$ cat config.mk
export PLATFORM = sky130hd
export DESIGN_NAME = morse_decoder
export DESIGN_NICKNAME = d
export VERILOG_FILES = /design/src/rtl/morse_decoder.sv
export SDC_FILE = /design/constraint.sdc
export NUM_CORES = 1
export LEC_CHECK = 0
export CAP_MARGIN = 30
export CORE_AREA = 10 10 89 107
export DETAILED_ROUTE_END_ITERATION = 8
export DIE_AREA = 0 0 99 117
export PLACE_DENSITY = 0.6
export SLEW_MARGIN = 25
export SYNTH_ARGS = -nofsm -noshare
export SYNTH_HDL_FRONTEND = slang
export SYNTH_SLANG_ARGS = --single-unit
$ cat constraint.sdc
create_clock -name clk -period 3.3 [get_ports clk]
set_input_delay 0.66 -clock clk [delete_from_list [all_inputs] [get_ports clk]]
set_output_delay 0.66 -clock clk [all_outputs]
set_load 0.01 [all_outputs]
$ cat src/rtl/morse_decoder.sv
// Morse symbol-to-ASCII decoder: collects dots/dashes, emits a character after a letter gap.
// Define MORSE_WORD_GAP_EN to add WORD_WAIT, which emits a space (0x20) after a word gap.
module morse_decoder #(
  parameter int unsigned GAP_CYCLES      = 12_500_000,
  parameter int unsigned WORD_GAP_CYCLES = 50_000_000
) (
  input  logic       clk,
  input  logic       reset,
  input  logic       sym_valid,
  input  logic       sym_long,
  input  logic       char_ready,
  output logic       char_valid,
  output logic [7:0] char_code,
  output logic       char_err,
  output logic       ovf
);

  typedef enum logic [1:0] {
    IDLE      = 2'd0,
    COLLECT   = 2'd1
`ifdef MORSE_WORD_GAP_EN
    , WORD_WAIT = 2'd2
`endif
  } state_t;

  localparam logic [31:0] GAP_LAST = 32'(GAP_CYCLES - 1);
`ifdef MORSE_WORD_GAP_EN
  localparam logic [31:0] WORD_LAST = 32'(WORD_GAP_CYCLES - 1);
`endif

  if (GAP_CYCLES == 0 || WORD_GAP_CYCLES <= GAP_CYCLES) begin : g_param_check
    $error("morse_decoder: requires 0 < GAP_CYCLES < WORD_GAP_CYCLES");
  end

  state_t      state, state_next;
  logic [2:0]  count;
  logic [4:0]  shreg;
  logic [31:0] gap_cnt;
  logic        emit, letter_end, emit_err;
  logic [7:0]  emit_code, decoded;

  // Patterns are right-aligned; the first symbol sits in bit cnt-1, 1 = dash.
  function automatic logic [7:0] decode(input logic [2:0] cnt, input logic [4:0] pat);
    logic [7:0] c;
    c = 8'h3F;
    case (cnt)
      3'd1: c = pat[0] ? "T" : "E";
      3'd2:
        case (pat[1:0])
          2'b00: c = "I";  2'b01: c = "A";  2'b10: c = "N";  2'b11: c = "M";
          default: c = 8'h3F;
        endcase
      3'd3:
        case (pat[2:0])
          3'b000: c = "S";  3'b001: c = "U";  3'b010: c = "R";  3'b011: c = "W";
          3'b100: c = "D";  3'b101: c = "K";  3'b110: c = "G";  3'b111: c = "O";
          default: c = 8'h3F;
        endcase
      3'd4:
        case (pat[3:0])
          4'b0000: c = "H";  4'b0001: c = "V";  4'b0010: c = "F";  4'b0100: c = "L";
          4'b0110: c = "P";  4'b0111: c = "J";  4'b1000: c = "B";  4'b1001: c = "X";
          4'b1010: c = "C";  4'b1011: c = "Y";  4'b1100: c = "Z";  4'b1101: c = "Q";
          default: c = 8'h3F;
        endcase
      3'd5:
        case (pat)
          5'b11111: c = "0";  5'b01111: c = "1";  5'b00111: c = "2";  5'b00011: c = "3";
          5'b00001: c = "4";  5'b00000: c = "5";  5'b10000: c = "6";  5'b11000: c = "7";
          5'b11100: c = "8";  5'b11110: c = "9";
          default:  c = 8'h3F;
        endcase
      default: c = 8'h3F;
    endcase
    return c;
  endfunction

  // NOTE: every combinational output gets a default first so no path can infer a latch.
  always_comb begin
    state_next = state;
    emit       = 1'b0;
    letter_end = 1'b0;
    emit_code  = 8'h00;
    emit_err   = 1'b0;
    decoded    = decode(count, shreg);
    case (state)
      IDLE: if (sym_valid) state_next = COLLECT;
      COLLECT: begin
        // A symbol arriving on the expiry cycle wins over the letter end.
        if (!sym_valid && gap_cnt == GAP_LAST) begin
          emit       = 1'b1;
          letter_end = 1'b1;
          emit_code  = decoded;
          emit_err   = (decoded == 8'h3F);
`ifdef MORSE_WORD_GAP_EN
          state_next = WORD_WAIT;
`else
          state_next = IDLE;
`endif
        end
      end
`ifdef MORSE_WORD_GAP_EN
      WORD_WAIT: begin
        if (sym_valid) begin
          state_next = COLLECT;
        end else if (gap_cnt == WORD_LAST) begin
          emit       = 1'b1;
          emit_code  = 8'h20;
          state_next = IDLE;
        end
      end
`endif
      default: state_next = IDLE;
    endcase
  end

  // NOTE: sequential state uses non-blocking assignments only, so every flop sees pre-edge values.
  always_ff @(posedge clk or posedge reset) begin
    if (reset) begin
      state   <= IDLE;
      count   <= 3'd0;
      shreg   <= 5'd0;
      gap_cnt <= 32'd0;
    end else begin
      state <= state_next;
      if (sym_valid) begin
        shreg   <= {shreg[3:0], sym_long};
        count   <= (count == 3'd6) ? 3'd6 : count + 3'd1;
        gap_cnt <= 32'd0;
      end else begin
        if (letter_end) begin
          shreg <= 5'd0;
          count <= 3'd0;
        end
        if (state_next == IDLE)       gap_cnt <= 32'd0;
        else if (gap_cnt != '1)       gap_cnt <= gap_cnt + 32'd1;
      end
    end
  end

  // Output register: a new char is dropped only if the pending one is not taken this cycle.
  always_ff @(posedge clk or posedge reset) begin
    if (reset) begin
      char_valid <= 1'b0;
      char_code  <= 8'h00;
      char_err   <= 1'b0;
      ovf        <= 1'b0;
    end else if (emit) begin
      if (char_valid && !char_ready) begin
        ovf <= 1'b1;
      end else begin
        char_valid <= 1'b1;
        char_code  <= emit_code;
        char_err   <= emit_err;
      end
    end else if (char_valid && char_ready) begin
      char_valid <= 1'b0;
    end
  end

endmodule
==> results of run 1 <==
==> placed cells by master, fill, tap and decap left out, types with 2 or more instances in the layout <==
cell type,n
nand4_1,10
xnor2_1,14
or4_1,3
a21oi_1,14
o22ai_1,2
nand2_1,27
nor4_1,4
and2_1,4
and4_1,3
xor2_1,17
a31oi_1,3
ha_1,12
o32ai_1,2
a21boi_0,3
nand3b_1,2
clkdlybuf4s50_1,14
buf_4,3
o211ai_1,3
or4_4,2
mux2_2,3
nor2b_1,4
dfrtp_1,52
or3_1,2
mux2i_1,5
a22o_1,4
o21ai_0,15
and3_1,6
conb_1,2
nor2_1,51
clkbuf_8,5
a211oi_1,2
nand2b_1,6
nor3_1,16
o41ai_1,3
inv_1,20
nand3_1,18
==> metal layers <==
layer | vias to the layer above | GRT usage (%) | share of wire (%)
met2 | 46 | 22.8 | 52
met4 | 0 | 5.26 | 2.6
met1 | 1246 | 13.7 | 42
li1 | 1307 | - | -
met5 | - | 0 | 0
met3 | 16 | 2.47 | 3.8
==> metrics by stage <==
| step | worst slack (ps) | util, % | instance area, um2 | hold slack, ps | total power [uW] |
|---|---|---|---|---|---|
| final | 772 | 47.5 | 3560 | 419 | 1620 |
| after global routing | 602 | 47.5 | 3560 | 448 | 1740 |
| after CTS | 742 | 47.5 | 3560 | 418 | 1640 |
| after detailed placement | 753 | 46.0 | 3450 | 414 | 1200 |
| after global placement | 778 | 46.0 | 3450 | 411 | 1200 |
| after floorplan | 863 | - | 3270 | 403 | 1080 |
==> power groups by stage <==
stage          clock (uW)  combinational [uW]  sequential (uW)
2_1_floorplan           0                 392              692
3_3_place_gp            0                 468              734
3_5_place_dp            0                 467              734
4_1_cts               455                 468              721
5_1_grt               473                 534              732
6_report              429                 470              723
==> Yosys cell counts (11+ instances only) <==
cell type / n / area (um2)
inv_1: 21 / 78.8
nand2_1: 27 / 101
a21oi_1: 14 / 70.1
nor2_1: 51 / 191
o21ai_0: 15 / 75.1
dfrtp_1: 52 / 1300
nor3_1: 16 / 80.1
ha_1: 12 / 150
xnor2_1: 14 / 123
clkbuf_1: 11 / 41.3
nand3_1: 18 / 90.1
xor2_1: 17 / 149
==> logic make-up (layout without fill, tap and decap cells) <==
logic type / count (synthesis) / count (layout)
compound gates: 61 / 61
simple gates: 166 / 166
fa+ha+maj: 12 / 12
flops: 52 / 52
buf+inv: 40 / 46
other cells: 1 / 2
mux: 9 / 9
xor+xnor: 31 / 31
==> worst reg2reg max path, stage by stage, from the launching register on <==
cell,delay (ps)
dfrtp_1,430
or4_1,530
or4_4,500
nor4_4,300
and3_4,330
mux2_2,350
==> registers in the layout (all words and copies together) (netlist names) <==
register    count
char_code       7
char_err        1
char_valid      1
count           3
gap_cnt        32
ovf             1
shreg           5
state           2
==> final cells by class <==
class,count,area (um2),area share [%]
flip-flops and latches,52,1300,36.6
clock inverters,2,35.0,0.985
well taps,92,115,3.24
clock buffers,6,72.6,2.04
multi-input cells,281,1790,50.4
inverters,21,78.8,2.22
repair buffers,17,163,4.57
==> worst paths after layout <==
check,slack (ps),cells past startpoint,start,to
min in group asynchronous,850,3,reset,gap_cnt[2]$_DFFE_PP0P_
worst max register to register,770,5,gap_cnt[25]$_DFFE_PP0P_,char_err$_DFFE_PP0P_
worst max-delay path,770,5,gap_cnt[25]$_DFFE_PP0P_,char_err$_DFFE_PP0P_
max in group asynchronous,2030,3,reset,gap_cnt[21]$_DFFE_PP0P_
worst min-delay path,420,1,state[1]$_DFF_PP0_,state[0]$_DFF_PP0_
worst min register to register,420,1,state[1]$_DFF_PP0_,state[0]$_DFF_PP0_
==> flow_summary_export.csv, run 1 <==
group,metric,value,unit
cells_and_area,final_nets,395,
yosys,synth_compound_area_share,12.4,%
sta,max_freq,396,MHz
run_status,status,"completed",
yosys,synth_top_family_by_area,"simple AND/OR/NAND/NOR gates",
yosys,synthXorXnorAreaFrac,8.32,%
power,powerDensity,456,nW/um2
global_routing,first_global_vias,2622,
critical_path,cp.arrival,2730,ps
clock_network,clkSinkCount,52,
clock_network,cts-root-buf,"clkbuf_8",
sta,skew,7.81,ps
yosys,synth.distinct_cells,57,
drt,num_vias,2615,
global_routing,antenna_found_initial,0,
drt,drc_errors,0,
power,max-vdd-ir-drop,0.209,mV
yosys,yosysWarnings,0,
global_routing,grt_overflow_total,0,
power,intPower,1080,uW
drt,drt-vias-per-instance,5.55,
critical_path,crit_slowest_cell,"or4_1",
clock_network,clkLatencyLatePin,300,ps
worst_hold_path,min_path_type,"reg -> reg",
critical_path,critPathBufInv,0,
critical_path,start_kind,"flip-flop",
clock_network,cts_setup_buffers,0,
sta,finalSetupViolations,0,
floorplan,core,7490,um2
sta,finalMaxSlewViolations,0,
sta,worst_pin_slew,790,ps
cells_and_area,fillers,721,
cells_and_area,fin_cells,471,
sta,rsz0062_at_grt,"no",
critical_path,path_class,"reg -> reg",
floorplan,io_pins,16,
critical_path,crit_path_end_kind,"flip-flop",
clock_network,cts.repair.resized,0,
power,power.switching,542,uW
sta,tns,0,ps
clock_network,cts_buffers,5,
yosys,syn_avg_cell_area,8.77,um2
sta,finalCritPeriodShare,76.6,%
run,cap_violations,0,
placement,dp_cells,463,
clock_network,clockBufferDepth,2,
sta,post-route-min-period,2530,ps
global_routing,track_usage,12.5,%
floorplan,row_count,35,
floorplan,die_h,117,um
drt,firstDrtPassIters,4,
power,p_sw_share,33.4,%
yosys,muxShareOfSynthArea,3.03,%
yosys,synth_fa_ha_area_share,4.60,%
critical_path,slowest_delay,530,ps
floorplan,die-area,11600,um2
clock_network,clkSlewWorstSetupHoldPaths,90,ps
critical_path,path_cells,"or4_1 -> or4_4 -> nor4_4 -> and3_4 -> mux2_2",
cells_and_area,antenna_cells,0,
power,clkPwrFrac,26.5,%
critical_path,cp_max_fo,11,
clock_network,cts_hold_buf,0,
clock_network,cts_tree,"done",
global_routing,grt_pass1_wl,12.1,mm
yosys,netlist_instances,372,
yosys,synth-edff-count,0,
sta,hold_violations,0,
yosys,ys.flop_type,"dfrtp_1",
yosys,syn_area,3260,um2
drt,detail_route.wl_per_cell,14.9,um
drt,drt-initial-drc-count,128,
floorplan,fp.dieW,99,um
power,p_comb_share,29.0,%
drt,antenna_left,0,
critical_path,cp_top_family,"simple AND/OR/NAND/NOR gates",
cells_and_area,drive_gt1_share,6.60,%
global_routing,grt_max_degree,53,
placement,place.port_buffers,14,
clock_network,htreeDepth,2,
yosys,ys_seq_area_share,39.9,%
placement,gp_congestion,0.955,
cells_and_area,area_growth,9.01,%
critical_path,crit_required,3500,ps
power,seqPwrFrac,44.6,%
floorplan,start_util,43.6,%
placement,dp_hpwl,5.04,mm
yosys,synth.ff_latch_count,52,
yosys,synth_async_sr_flop_share,100,%
yosys,synth-simple-area-share,26.3,%
drt,wl,7.03,mm
power,power_leakage,0.00145,uW
sta,relSlewSlack,47.1,%
No activity file was read; power rests on OpenSTA's default activity.
==> inputs of run 2 (changes only) <==
--- a/config.mk
+++ b/config.mk
@@ -9,7 +9,7 @@
 export CORE_AREA = 10 10 89 107
 export DETAILED_ROUTE_END_ITERATION = 8
 export DIE_AREA = 0 0 99 117
-export PLACE_DENSITY = 0.6
+export PLACE_DENSITY = 0.63
 export SLEW_MARGIN = 25
 export SYNTH_ARGS = -nofsm -noshare
 export SYNTH_HDL_FRONTEND = slang
==> constraint.sdc (replaced) <==
create_clock -name clk -period 2.2 [get_ports clk]
set_input_delay 0.44 -clock clk [delete_from_list [all_inputs] [get_ports clk]]
set_output_delay 0.44 -clock clk [all_outputs]
set_load 0.01 [all_outputs]
==> run 2 against run 1 <==
Net effect:
- the run now ends with setup timing left
- non-clock buffer count up 59
- worst setup slack worse by 910 ps
- final cell count up 13%
- combinational power up 120%
- flip-flop and latch count unchanged
==> flow_summary_export.csv, run 2 (same netlist as run 1, synthesis figures left out) <==
group,metric,value,unit
global_routing,first_global_vias,2893,
floorplan,io_pins,16,
sta,tns,-4250,ps
clock_network,cts-root-buf,"clkbuf_8",
power,powerDensity,641,nW/um2
critical_path,worst_r2r_endpoint,"char_code[2]$_DFFE_PP0P_",
critical_path,r2r_slack,-130,ps
critical_path,timing.reg2reg.worst_path_depth,5,
drt,drt-vias-per-instance,5.54,
cells_and_area,final_nets,454,
drt,wl,8.14,mm
floorplan,die_h,117,um
floorplan,start_util,43.6,%
drt,antenna_left,0,
placement,gp_congestion,0.883,
placement,dp_hpwl,5.71,mm
power,power_leakage,0.00180,uW
worst_hold_path,holdPathStages,1,
cells_and_area,reg_top3,"gap_cnt x32, char_code x7, shreg x5",
clock_network,clkSinkCount,52,
sta,finalMaxSlewViolations,0,
clock_network,cts_tree,"done",
cells_and_area,drive_gt1_share,28.1,%
critical_path,crit_required,2400,ps
floorplan,fp.dieW,99,um
clock_network,clkLatencyLatePin,310,ps
sta,hold_violations,0,
placement,place.port_buffers,14,
global_routing,antenna_found_initial,0,
critical_path,crit_path_end_kind,"flip-flop",
cells_and_area,area_growth,30.2,%
clock_network,cts_buffers,5,
run_status,violations,"setup timing",
cells_and_area,multi_input_area,1940,um2
cells_and_area,fillers,658,
floorplan,die-area,11600,um2
clock_network,clkSlewWorstSetupHoldPaths,100,ps
clock_network,htreeDepth,2,
clock_network,clockBufferDepth,2,
power,clkPwrFrac,24.3,%
sta,post-route-min-period,2330,ps
critical_path,path_class,"reg -> reg",
sta,setup_ws,-134,ps
power,intPower,1820,uW
cells_and_area,mostFrequentLayoutCells,"52 x dfrtp_1, 51 x buf_4, 26 x nor2_2",
run_status,status,"finished, violations left",
drt,drt-initial-drc-count,178,
sta,max_freq,428,MHz
power,power.switching,897,uW
critical_path,endpoint,"char_code[2]$_DFFE_PP0P_",
sta,finalCritPeriodShare,106,%
drt,num_vias,2938,
critical_path,start_kind,"flip-flop",
floorplan,core,7490,um2
run,cap_violations,0,
placement,dpl-instance-area,3860,um2
global_routing,grt_overflow_total,0,
worst_hold_path,min_path_type,"reg -> reg",
global_routing,grt_max_degree,53,
clock_network,cts_hold_buf,0,
cells_and_area,antenna_cells,0,
critical_path,cp_max_fo,4,
cells_and_area,final_common_cell,"dfrtp_1",
cells_and_area,top_register,"gap_cnt",
global_routing,grt_pass1_wl,13.3,mm
critical_path,critPathLaunch,"gap_cnt[25]$_DFFE_PP0P_",
critical_path,r2r-start,"gap_cnt[25]$_DFFE_PP0P_",
sta,rsz0062_at_grt,"yes",
power,seqPwrFrac,37.8,%
cells_and_area,largest_reg_flops,32,
power,max-vdd-ir-drop,0.424,mV
drt,detail_route.wl_per_cell,15.4,um
floorplan,row_count,35,
sta,finalSetupViolations,48,
drt,firstDrtPassIters,5,
power,p_sw_share,33.0,%
critical_path,cp.arrival,2540,ps
cells_and_area,ff_latch_area,1300,um2
power,p_comb_share,37.9,%
cells_and_area,stdcell_area,4250,um2
global_routing,track_usage,13.7,%
drt,drc_errors,0,
sta,skew,9.48,ps
==> run 2: cell count changes in the layout (fill, tap and decap cells not counted), moves of 2 or more <==
| cell | change |
|---|---|
| buf_12 | +4 |
| o21ai_0 | -4 |
| nor2_1 | -31 |
| nand2_1 | -2 |
| buf_4 | +48 |
| buf_6 | +2 |
| o21ai_1 | +3 |
| clkbuf_16 | +2 |
| nor2_4 | +5 |
| nor2_2 | +26 |
==> run 2: worst min-delay path by stage <==
stage / start / end
floorplan: state[1]$_DFF_PP0_ / state[0]$_DFF_PP0_
global placement: state[1]$_DFF_PP0_ / state[0]$_DFF_PP0_
detailed placement: state[1]$_DFF_PP0_ / state[0]$_DFF_PP0_
CTS: state[1]$_DFF_PP0_ / state[0]$_DFF_PP0_
global route: state[1]$_DFF_PP0_ / state[0]$_DFF_PP0_
finish: state[1]$_DFF_PP0_ / state[0]$_DFF_PP0_
==> run 2: through the flow <==
| step | setup slack (ps) | instances | power [uW] | hold slack, ps | util, % |
|---|---|---|---|---|---|
| 2_1_floorplan | -162 | 373 | 1630 | 403 | - |
| 3_3_place_gp | -30.4 | 515 | 2010 | 459 | 51.6 |
| 3_5_place_dp | -107 | 515 | 2030 | 451 | 51.6 |
| 4_1_cts | -117 | 525 | 2700 | 454 | 54.1 |
| 5_1_grt | -208 | 530 | 2900 | 482 | 56.7 |
| 6_report | -134 | 530 | 2720 | 443 | 56.7 |
==> run 2: critical path, stage by stage (launching register included) <==
cell	delay [ps]
dfrtp_1	380
or4_1	520
or4_4	500
nor4_4	240
and3_4	280
mux2_4	300
==> run 2: routing by layer <==
layer  vias to the layer above  GRT usage [%]  wire [um]
li1                       1422              -          -
met4                         0           5.36        255
met3                        25           2.58        325
met1                      1420           15.2       3380
met5                         -              0          0
met2                        71           25.1       4180
==> run 2: power groups by stage <==
| stage | combinational (uW) | clock, uW | sequential, uW |
|---|---|---|---|
| 5_1_grt | 1140 | 720 | 1030 |
| 3_3_place_gp | 970 | 0 | 1040 |
| 3_5_place_dp | 981 | 0 | 1050 |
| 2_1_floorplan | 588 | 0 | 1040 |
| 4_1_cts | 996 | 675 | 1030 |
| 6_report | 1030 | 662 | 1030 |
==> run 2: timing repair <==
action,4_1_cts,5_1_grt
gates resized for setup,24,39
setup endpoints to repair,48,50
pin swaps,24,6
buffers inserted,0,3
cloned,2,2
==> run 2: area by class of cell <==
class                           count  area share (%)
Clock buffer                        5            1.62
Clock inverter                      3            1.00
Inverter                           21            1.91
Multi-Input combinational cell    281            45.6
Sequential cell                    52            30.6
Tap cell                           92            2.71
Timing Repair Buffer               76            16.6
